==> config.mk <==
export PLATFORM = sky130hd
export DESIGN_NAME = mem_lsu
export DESIGN_NICKNAME = d
export VERILOG_FILES = /design/src/rtl/mem_lsu.sv
export SDC_FILE = /design/constraint.sdc
export NUM_CORES = 1
export LEC_CHECK = 0
export BUFFER_PORTS_ARGS = -buffer_cell sky130_fd_sc_hd__buf_2
export CORE_AREA = 2 2 97 99
export CTS_BUF_LIST = sky130_fd_sc_hd__clkbuf_2
export DETAILED_ROUTE_END_ITERATION = 10
export DIE_AREA = 0 0 99 101
export HOLD_SLACK_MARGIN = 0.03
export PLACE_DENSITY_LB_ADDON = 0.1
export SYNTH_ARGS = -nofsm -noshare
export SYNTH_HDL_FRONTEND = slang
export SYNTH_SLANG_ARGS = --single-unit
==> constraint.sdc <==
create_clock -name clk -period 2.84 [get_ports clk]
set_clock_uncertainty 0.1 [all_clocks]
set_input_delay 0.71 -clock clk [delete_from_list [all_inputs] [get_ports clk]]
set_output_delay 0.71 -clock clk [all_outputs]
set_load 0.01 [all_outputs]
==> src/rtl/mem_lsu.sv <==
// rtl/mem_lsu.sv - MEM-stage load/store unit: req/ack data bus transaction, pipeline stall
// and big-endian load formatting between EX/MEM and MEM/WB.
module mem_lsu #(
   parameter int unsigned TIMEOUT = 255
) (
   input  logic        clk,
   input  logic        rst,
   input  logic [4:0]  wd_i,
   input  logic        wreg_i,
   input  logic [31:0] wdata_i,
   input  logic [3:0]  mem_op_i,
   input  logic [31:0] mem_addr_i,
   input  logic [31:0] mem_sdata_i,
   output logic [4:0]  mem_wd,
   output logic        mem_wreg,
   output logic [31:0] mem_wdata,
   output logic        stallreq,
   output logic        d_req,
   output logic        d_we,
   output logic [31:0] d_addr,
   output logic [3:0]  d_sel,
   output logic [31:0] d_wdata,
   input  logic        d_ack,
   input  logic [31:0] d_rdata,
   output logic        misalign,
   output logic        bus_err
);

   localparam logic [3:0] OP_NONE = 4'd0;
   localparam logic [3:0] OP_LB   = 4'd1;
   localparam logic [3:0] OP_LBU  = 4'd2;
   localparam logic [3:0] OP_LH   = 4'd3;
   localparam logic [3:0] OP_LHU  = 4'd4;
   localparam logic [3:0] OP_LW   = 4'd5;
   localparam logic [3:0] OP_SB   = 4'd6;
   localparam logic [3:0] OP_SH   = 4'd7;
   localparam logic [3:0] OP_SW   = 4'd8;
   localparam logic [7:0] C_LAST  = 8'(TIMEOUT - 1);

   typedef enum logic [1:0] {S_IDLE, S_WAIT, S_DONE} state_t;

   state_t      r_state;
   state_t      w_next;
   logic [7:0]  r_cnt;
   logic [31:0] r_ldata;
   logic        r_tmo;

   logic [3:0]  w_op;
   logic        w_load;
   logic        w_store;
   logic        w_byte;
   logic        w_half;
   logic        w_word;
   logic        w_misal;
   logic        w_timeout;
   logic [7:0]  w_lbyte;
   logic [15:0] w_lhalf;
   logic [31:0] w_fmt;

   // While reset is held the incoming op is masked so every output follows the idle pass-through.
   assign w_op      = rst ? mem_op_i : OP_NONE;
   assign w_load    = (w_op >= OP_LB) && (w_op <= OP_LW);
   assign w_store   = (w_op >= OP_SB) && (w_op <= OP_SW);
   assign w_byte    = (w_op == OP_LB) || (w_op == OP_LBU) || (w_op == OP_SB);
   assign w_half    = (w_op == OP_LH) || (w_op == OP_LHU) || (w_op == OP_SH);
   assign w_word    = (w_op == OP_LW) || (w_op == OP_SW);
   assign w_misal   = (w_half && mem_addr_i[0]) || (w_word && (mem_addr_i[1:0] != 2'b00));
   assign w_timeout = (r_state == S_WAIT) && !d_ack && (r_cnt == C_LAST);
   assign d_addr    = {mem_addr_i[31:2], 2'b00};

   always_comb begin
      d_sel   = 4'b0000;
      d_wdata = mem_sdata_i;
      if (w_byte) begin
         d_sel   = 4'b1000 >> mem_addr_i[1:0];
         d_wdata = {4{mem_sdata_i[7:0]}};
      end else if (w_half) begin
         d_sel   = mem_addr_i[1] ? 4'b0011 : 4'b1100;
         d_wdata = {2{mem_sdata_i[15:0]}};
      end else if (w_word) begin
         d_sel   = 4'b1111;
      end
   end

   // Lane 0 (addr[1:0]=0) is the most significant byte.
   always_comb begin
      w_lbyte = d_rdata[31:24];
      case (mem_addr_i[1:0])
         2'd1:    w_lbyte = d_rdata[23:16];
         2'd2:    w_lbyte = d_rdata[15:8];
         2'd3:    w_lbyte = d_rdata[7:0];
         default: w_lbyte = d_rdata[31:24];
      endcase
      w_lhalf = mem_addr_i[1] ? d_rdata[15:0] : d_rdata[31:16];
      case (w_op)
         OP_LB:   w_fmt = {{24{w_lbyte[7]}}, w_lbyte};
         OP_LBU:  w_fmt = {24'h000000, w_lbyte};
         OP_LH:   w_fmt = {{16{w_lhalf[15]}}, w_lhalf};
         OP_LHU:  w_fmt = {16'h0000, w_lhalf};
         default: w_fmt = d_rdata;
      endcase
   end

   always_ff @(posedge clk or negedge rst) begin
      if (!rst) begin
         r_state <= S_IDLE;
         r_cnt   <= 8'd0;
         r_ldata <= 32'd0;
         r_tmo   <= 1'b0;
      end else begin
         r_state <= w_next;
         case (r_state)
            S_IDLE: begin
               r_cnt <= 8'd0;
               r_tmo <= 1'b0;
            end
            S_WAIT: begin
               if (d_ack) begin
                  r_ldata <= w_fmt;
               end else begin
                  r_cnt <= r_cnt + 8'd1;
               end
               if (w_timeout) begin
                  r_tmo <= 1'b1;
               end
            end
            default: ;
         endcase
      end
   end

   always_comb begin
      w_next    = r_state;
      mem_wd    = wd_i;
      mem_wreg  = wreg_i;
      mem_wdata = wdata_i;
      stallreq  = 1'b0;
      d_req     = 1'b0;
      d_we      = 1'b0;
      misalign  = 1'b0;
      bus_err   = 1'b0;
      case (r_state)
         S_IDLE: begin
            if (w_load || w_store) begin
               mem_wreg = 1'b0;
               if (w_misal) begin
                  misalign = 1'b1;
               end else begin
                  stallreq = 1'b1;
                  w_next   = S_WAIT;
               end
            end
         end
         S_WAIT: begin
            d_req    = 1'b1;
            d_we     = w_store;
            stallreq = 1'b1;
            mem_wreg = 1'b0;
            if (d_ack) begin
               w_next = S_DONE;
            end else if (w_timeout) begin
               bus_err = 1'b1;
               w_next  = S_DONE;
            end
         end
         S_DONE: begin
            w_next = S_IDLE;
            if (w_load) begin
               mem_wdata = r_ldata;
               mem_wreg  = wreg_i && !r_tmo;
            end else if (w_store) begin
               mem_wreg  = 1'b0;
            end
         end
         default: w_next = S_IDLE;
      endcase
   end

endmodule
Word-level counts from Yosys, hierarchy flattened:

Cells that the tools add are included.

* register bits: 43
* bits in latches: 0
* RAM bits: 0
* ROM bits: 0
* input bits: 141
* output and inout bits: 111
* logic and storage cells: 88
* memories kept: 0

* $add $sub $neg: 1
* $mul: 0
* divide/modulo/power cells: 0
* magnitude comparators: 4
* eq/ne operators: 19
* shifts and indexed selects: 1
* mux-type cells: 36
* bitwise gates (word level): 0
* reduce and logical (&&, ||, !) cells: 23

Operator list (count)
* $mux 32: 4
* $pmux 32 s4: 1
* $pmux 8 s3: 1
* $mux 4: 5
* $eq 4x3->1 const B: 4
* $mux 16: 1
* $pmux 8 s2: 1
* $mux 1: 14
* $add 8x1->8 const B: 1
* $eq 4x2->1 const B: 2
* $eq 8x8->1 const B: 1
* $mux 2: 4
* $mux 8: 1
* $ne 2x2->1 const B: 4
* $logic_and 1x1->1: 7
* $logic_or 1x1->1: 7
* $eq 2x2->1 const B: 3
* $reduce_and 2->1: 3
* $eq 2x1->1 const B: 2
* $eq 4x1->1 const B: 1
* $eq 4x4->1 const B: 1
* $ge 4x1->1 const B: 1
* $ge 4x3->1 const B: 1
* $le 4x3->1 const B: 1
* other kinds (10): 13

Depth between registers and ports, before layout:

* depth after elaboration: 9
* gate-level depth with buffers: 7

Least setup slack after synthesis:

OpenSTA, ideal clock, no wires.

* path kind: input to output
* from: input port mem_op_i[1]
* to: output port stallreq
* arrival time: 1.919 ns
* path slack: 0.111 ns
* cell stages on the path: 5
* path buffers: 1
* cell sequence: buf_2 -> nor3_1 -> xnor2_1 -> nand2_1 -> o41ai_1

* cells in the longest elaborated chain, start to end: 9
* elaborated cells between the ends (all ways): 22
* classes of those cells: order compare (4); eq/ne (5); mux (4); reduce/logical (9)

RTL lines
* start, declared: RTL line 11 `input logic [3:0] mem_op_i,`
* $mux 4 *: RTL line 61 `assign w_op = rst ? mem_op_i : OP_NONE;`
* $eq 4x2->1 or $eq 4x3->1 (tied branches): RTL line 65 `assign w_half = (w_op == OP_LH) || (w_op == OP_LHU) || (w_op == OP_SH);`
* $logic_or 1x1->1 (2 in a row): RTL line 65
* $logic_and 1x1->1: RTL line 67 `assign w_misal = (w_half && mem_addr_i[0]) || (w_word && (mem_addr_i[1:0] != 2'b00));`
* $logic_or 1x1->1: RTL line 67
* $mux 1: RTL line 146 `if (w_misal) begin`
* $mux 1 *: RTL line 144 `if (w_load || w_store) begin`
* $pmux 1 s2 *: RTL line 142 `case (r_state)`
* end, declared: RTL line 17 `output logic stallreq,`

Mark *: on every way between the ends. The rest lies on a longest branch, timed or not.

Final worst setup path:

* from: input port mem_op_i[1]
* to: output port d_wdata[22]

* cells in the longest elaborated chain, start to end: 6
* elaborated cells between the ends (all ways): 13
* classes of those cells: eq/ne (6); mux (3); reduce/logical (4)

RTL lines
* $mux 4 *: RTL line 61
* $eq 4x2->1 or $eq 4x3->1 (tied branches): RTL line 65
* $logic_or 1x1->1 (2 in a row): RTL line 65
* $mux 32: RTL line 77 `end else if (w_half) begin`
* $mux 32 *: RTL line 74 `if (w_byte) begin`
* end, declared: RTL line 22 `output logic [31:0] d_wdata,`

Marks and branches as above.

==> run metrics <==
RSZ-0062 raised after global routing=true; met3 GRT Util=0.0381; Synth Instances=roughly 440; tightest hold margin=just under 0.3 ns; Pleak=around 2.8 nW; clk slew on worst S/H paths=about 0.25 ns; Yosys warnings=0; CP startpoint kind=input pin; Worst setup EP type=output port; first-pass iteration count of the detailed router=4; worst skew pair latency=between 0.4 and 0.5 ns; main area contributors after synthesis=dfrtp_1, mux2_4, buf_4, nand2_1, mux2i_1; final WL=between 10000 and 15000 µm; H-tree levels=2; fin crit period=~3.0 ns; Via Count=3773; Mapped Avg Cell Area=8.73 µm²; Crit Path Max Fanout=8; Setup CP Type=input pin to output port; CP Data Arrival Time=between 2 and 2.5 ns; diode count=0; Hold Path Class=input pin to async pin; antenna-violating nets left=0; total core area=between 8000 and 9000 µm²; Pwr Density=398 nW/µm²; clock share of power=0.133; sequential element share of the synthesized area=0.279; Tcrit/Tclk final=1.06; gr busiest metal=met2; worst path cell trace=buf_8 -> buf_4 -> nor2b_1 -> o21a_2 -> nor2_4 -> mux2_4 -> buf_6; Clock Sinks=43; internal power=roughly 1.3 mW; failing checks=negative setup slack; final worst setup slack=-0.158 ns; chip width=approximately 100 µm; fin nets=approximately 750; Psw=0.776 mW; Comb pwr share=0.409; Inserted Clock Buffers=5; Synth Flop Type=dfrtp_1; Ports=approximately 250; GRT Util Overall=0.235; Net Sw Frac=0.368; Hold Vio Cnt, Final=0; PnR Total Power=2.11 mW; clk buf depth=2; root buffer cell=clkbuf_2; Finished Layout Cells=slightly above 700; ys async rst share=1.00; status=finished with violations; WL per Instance=roughly 17 µm; hold buffers post-CTS=0; Post-DP HPWL=between 8000 and 9000 µm; IO buf count=around 180; Final Core Density=0.592; met2 GRT Util=0.397; mapped cell area=between 3000 and 4000 µm²; total congestion overflow=0; pin count of the biggest net entering global routing=between 40 and 50; max incr delay on CP=about 0.35 ns; area leader, netlist=dfrtp_1; f_max=between 300 and 400 MHz; dpl ws=-0.296 ns; placed cells=~700; setup violators final=between 50 and 60; GRT met1 Usage=0.314; die extent in y=101 µm; number of distinct library cells after synthesis=between 50 and 60; first-pass GRT wire length=between 15000 and 20000 µm; Filler cells=roughly 840; Worst Tran Pin Value=about 0.8 ns; die area=approximately 10000 µm²; Slowest-stage cell, CP=nor2_4; EDFF count, synth=0; Peak VDD IR=~0.18 mV; initial core utilization=0.430; max-slew violations=0; register area=between 1000 and 1500 µm²; via/cell ratio=approximately 5.3; initial antenna violation count=0; Yosys reg bits=43; area share of the largest cell type after synthesis=0.279; vias in the first global route=3718; area grow syn2layout=37.7%; Placer Congestion=0.846; Multi-input gate area=2390 µm²; DR DRC count=0; Slew HR=0.454; Critical Path RT=2.03 ns; sequential share of power=0.458; max_cap viols=0; share of cells above drive strength 1=0.508; Detailed Route Iter0 Violations=between 150 and 200; CTS tree=yes; # rows=35
[through the flow]
stage,area (µm²),TNS (ns)
2_1_floorplan,3860,0
3_3_place_gp,4700,-11.71
3_5_place_dp,4700,-13.32
4_1_cts,5240,-5.81
5_1_grt,5310,-8.93
6_report,5310,-5.14
[power groups by stage]
stage               registers [mW]  logic (mW)  clock network (mW)
finish                       0.968       0.864               0.280
global placement             0.978       0.752                   0
CTS                          0.965       0.860               0.295
detailed placement           0.979       0.766                   0
floorplan                    0.923       0.540                   0
global route                 0.993       0.953               0.320
[cell usage in the layout (no fill, tap or decap), drive strengths merged, types with 3 or more instances in the layout]
cell / synthesis / routed
a21o: 4 / 4
a21oi: 16 / 16
a22oi: 7 / 7
a31oi: 3 / 3
and3: 3 / 3
buf: 61 / 225
clkbuf: 12 / 7
dfrtp: 43 / 43
inv: 5 / 5
mux2: 49 / 49
mux2i: 18 / 18
nand2: 67 / 67
nand2b: 4 / 4
nand3: 29 / 29
nand4: 5 / 5
nor2: 18 / 18
nor2b: 5 / 5
o21ai: 47 / 47
o311a: 7 / 7
or3b: 3 / 3
xor2: 4 / 4
[final timing paths]
path	startpoint	endpoint	slack [ns]	cells after the start
min in group clk	r_cnt[5]	r_cnt[5]	0.40	1
max in group asynchronous	rst	r_ldata[17]	2.00	3
setup reg to reg	r_state[1]	r_ldata[17]	0.63	7
setup / recovery	mem_op_i[1]	d_wdata[22]	-0.16	7
hold reg to reg	r_cnt[5]	r_cnt[5]	0.40	1
hold / removal	rst	r_state[0]	0.29	3
[routing by layer]
| layer | routed length [µm] | vias to the layer above |
|---|---|---|
| met5 | 0 | - |
| met2 | 6060 | 131 |
| met3 | 636 | 30 |
| li1 | - | 1837 |
| met4 | 263 | 0 |
| met1 | 5290 | 1775 |
[worst max-delay path: cells and delay by family]
kind,cells,cell delay (ns)
and+or+nand+nor,2,0.49
AOI/OAI and AO/OA,1,0.26
muxes,1,0.35
buffers and inverters,3,0.38
[Yosys cell counts (2+ instances only)]
cell type  count
nand2_1       67
buf_4         46
dfrtp_1       43
mux2_4        30
nand3_1       29
o21ai_0       28
o21ai_1       19
mux2i_1       18
nor2_1        17
a21oi_1       15
clkbuf_1      12
buf_2         10
mux2_1        10
mux2_2         9
a22oi_1        7
o311a_1        7
inv_1          5
a21o_1         4
buf_6          4
nand2b_1       4
nand4_1        4
nor2b_1        4
xor2_1         4
and3_1         3
a31oi_1        2
ha_1           2
nand3b_1       2
nor3_1         2
o21a_1         2
o31ai_1        2
or3b_1         2
xnor2_1        2
[kinds of logic (layout without fill, tap and decap cells)]
logic type	after synthesis	count (layout)	share of synthesized area
AND/OR/NAND/NOR	147	147	0.187
AO/OA/AOI/OAI	97	97	0.157
buffers and inverters	78	239	0.132
multiplexers	68	68	0.225
flip-flops	43	43	0.279
XOR/XNOR	6	6	0.0136
adder cells (fa/ha/maj)	2	2	0.00649
other	1	2	0.000972
[layout make-up]
cell class,count,area share
multi-input combinational,322,0.451
timing repair buffer,226,0.309
sequential,43,0.203
tap,111,0.0261
clock buffer,6,0.00565
inverter,5,0.00353
clock inverter,2,0.00236
[flip-flops by register name, indices dropped and copies added (netlist names)]
| register | cells |
|---|---|
| r_ldata | 32 |
| r_tmo | 1 |
| r_cnt | 8 |
| r_state | 2 |
[repair_timing]
| action | in CTS | in global routing |
|---|---|---|
| pin swaps | 8 | 8 |
| setup endpoints to repair | 63 | 63 |
| gates cloned | 2 | 1 |
| resized for setup | 84 | 7 |
| setup buffers | 6 | 1 |
No activity file was read; power rests on OpenSTA's default activity.
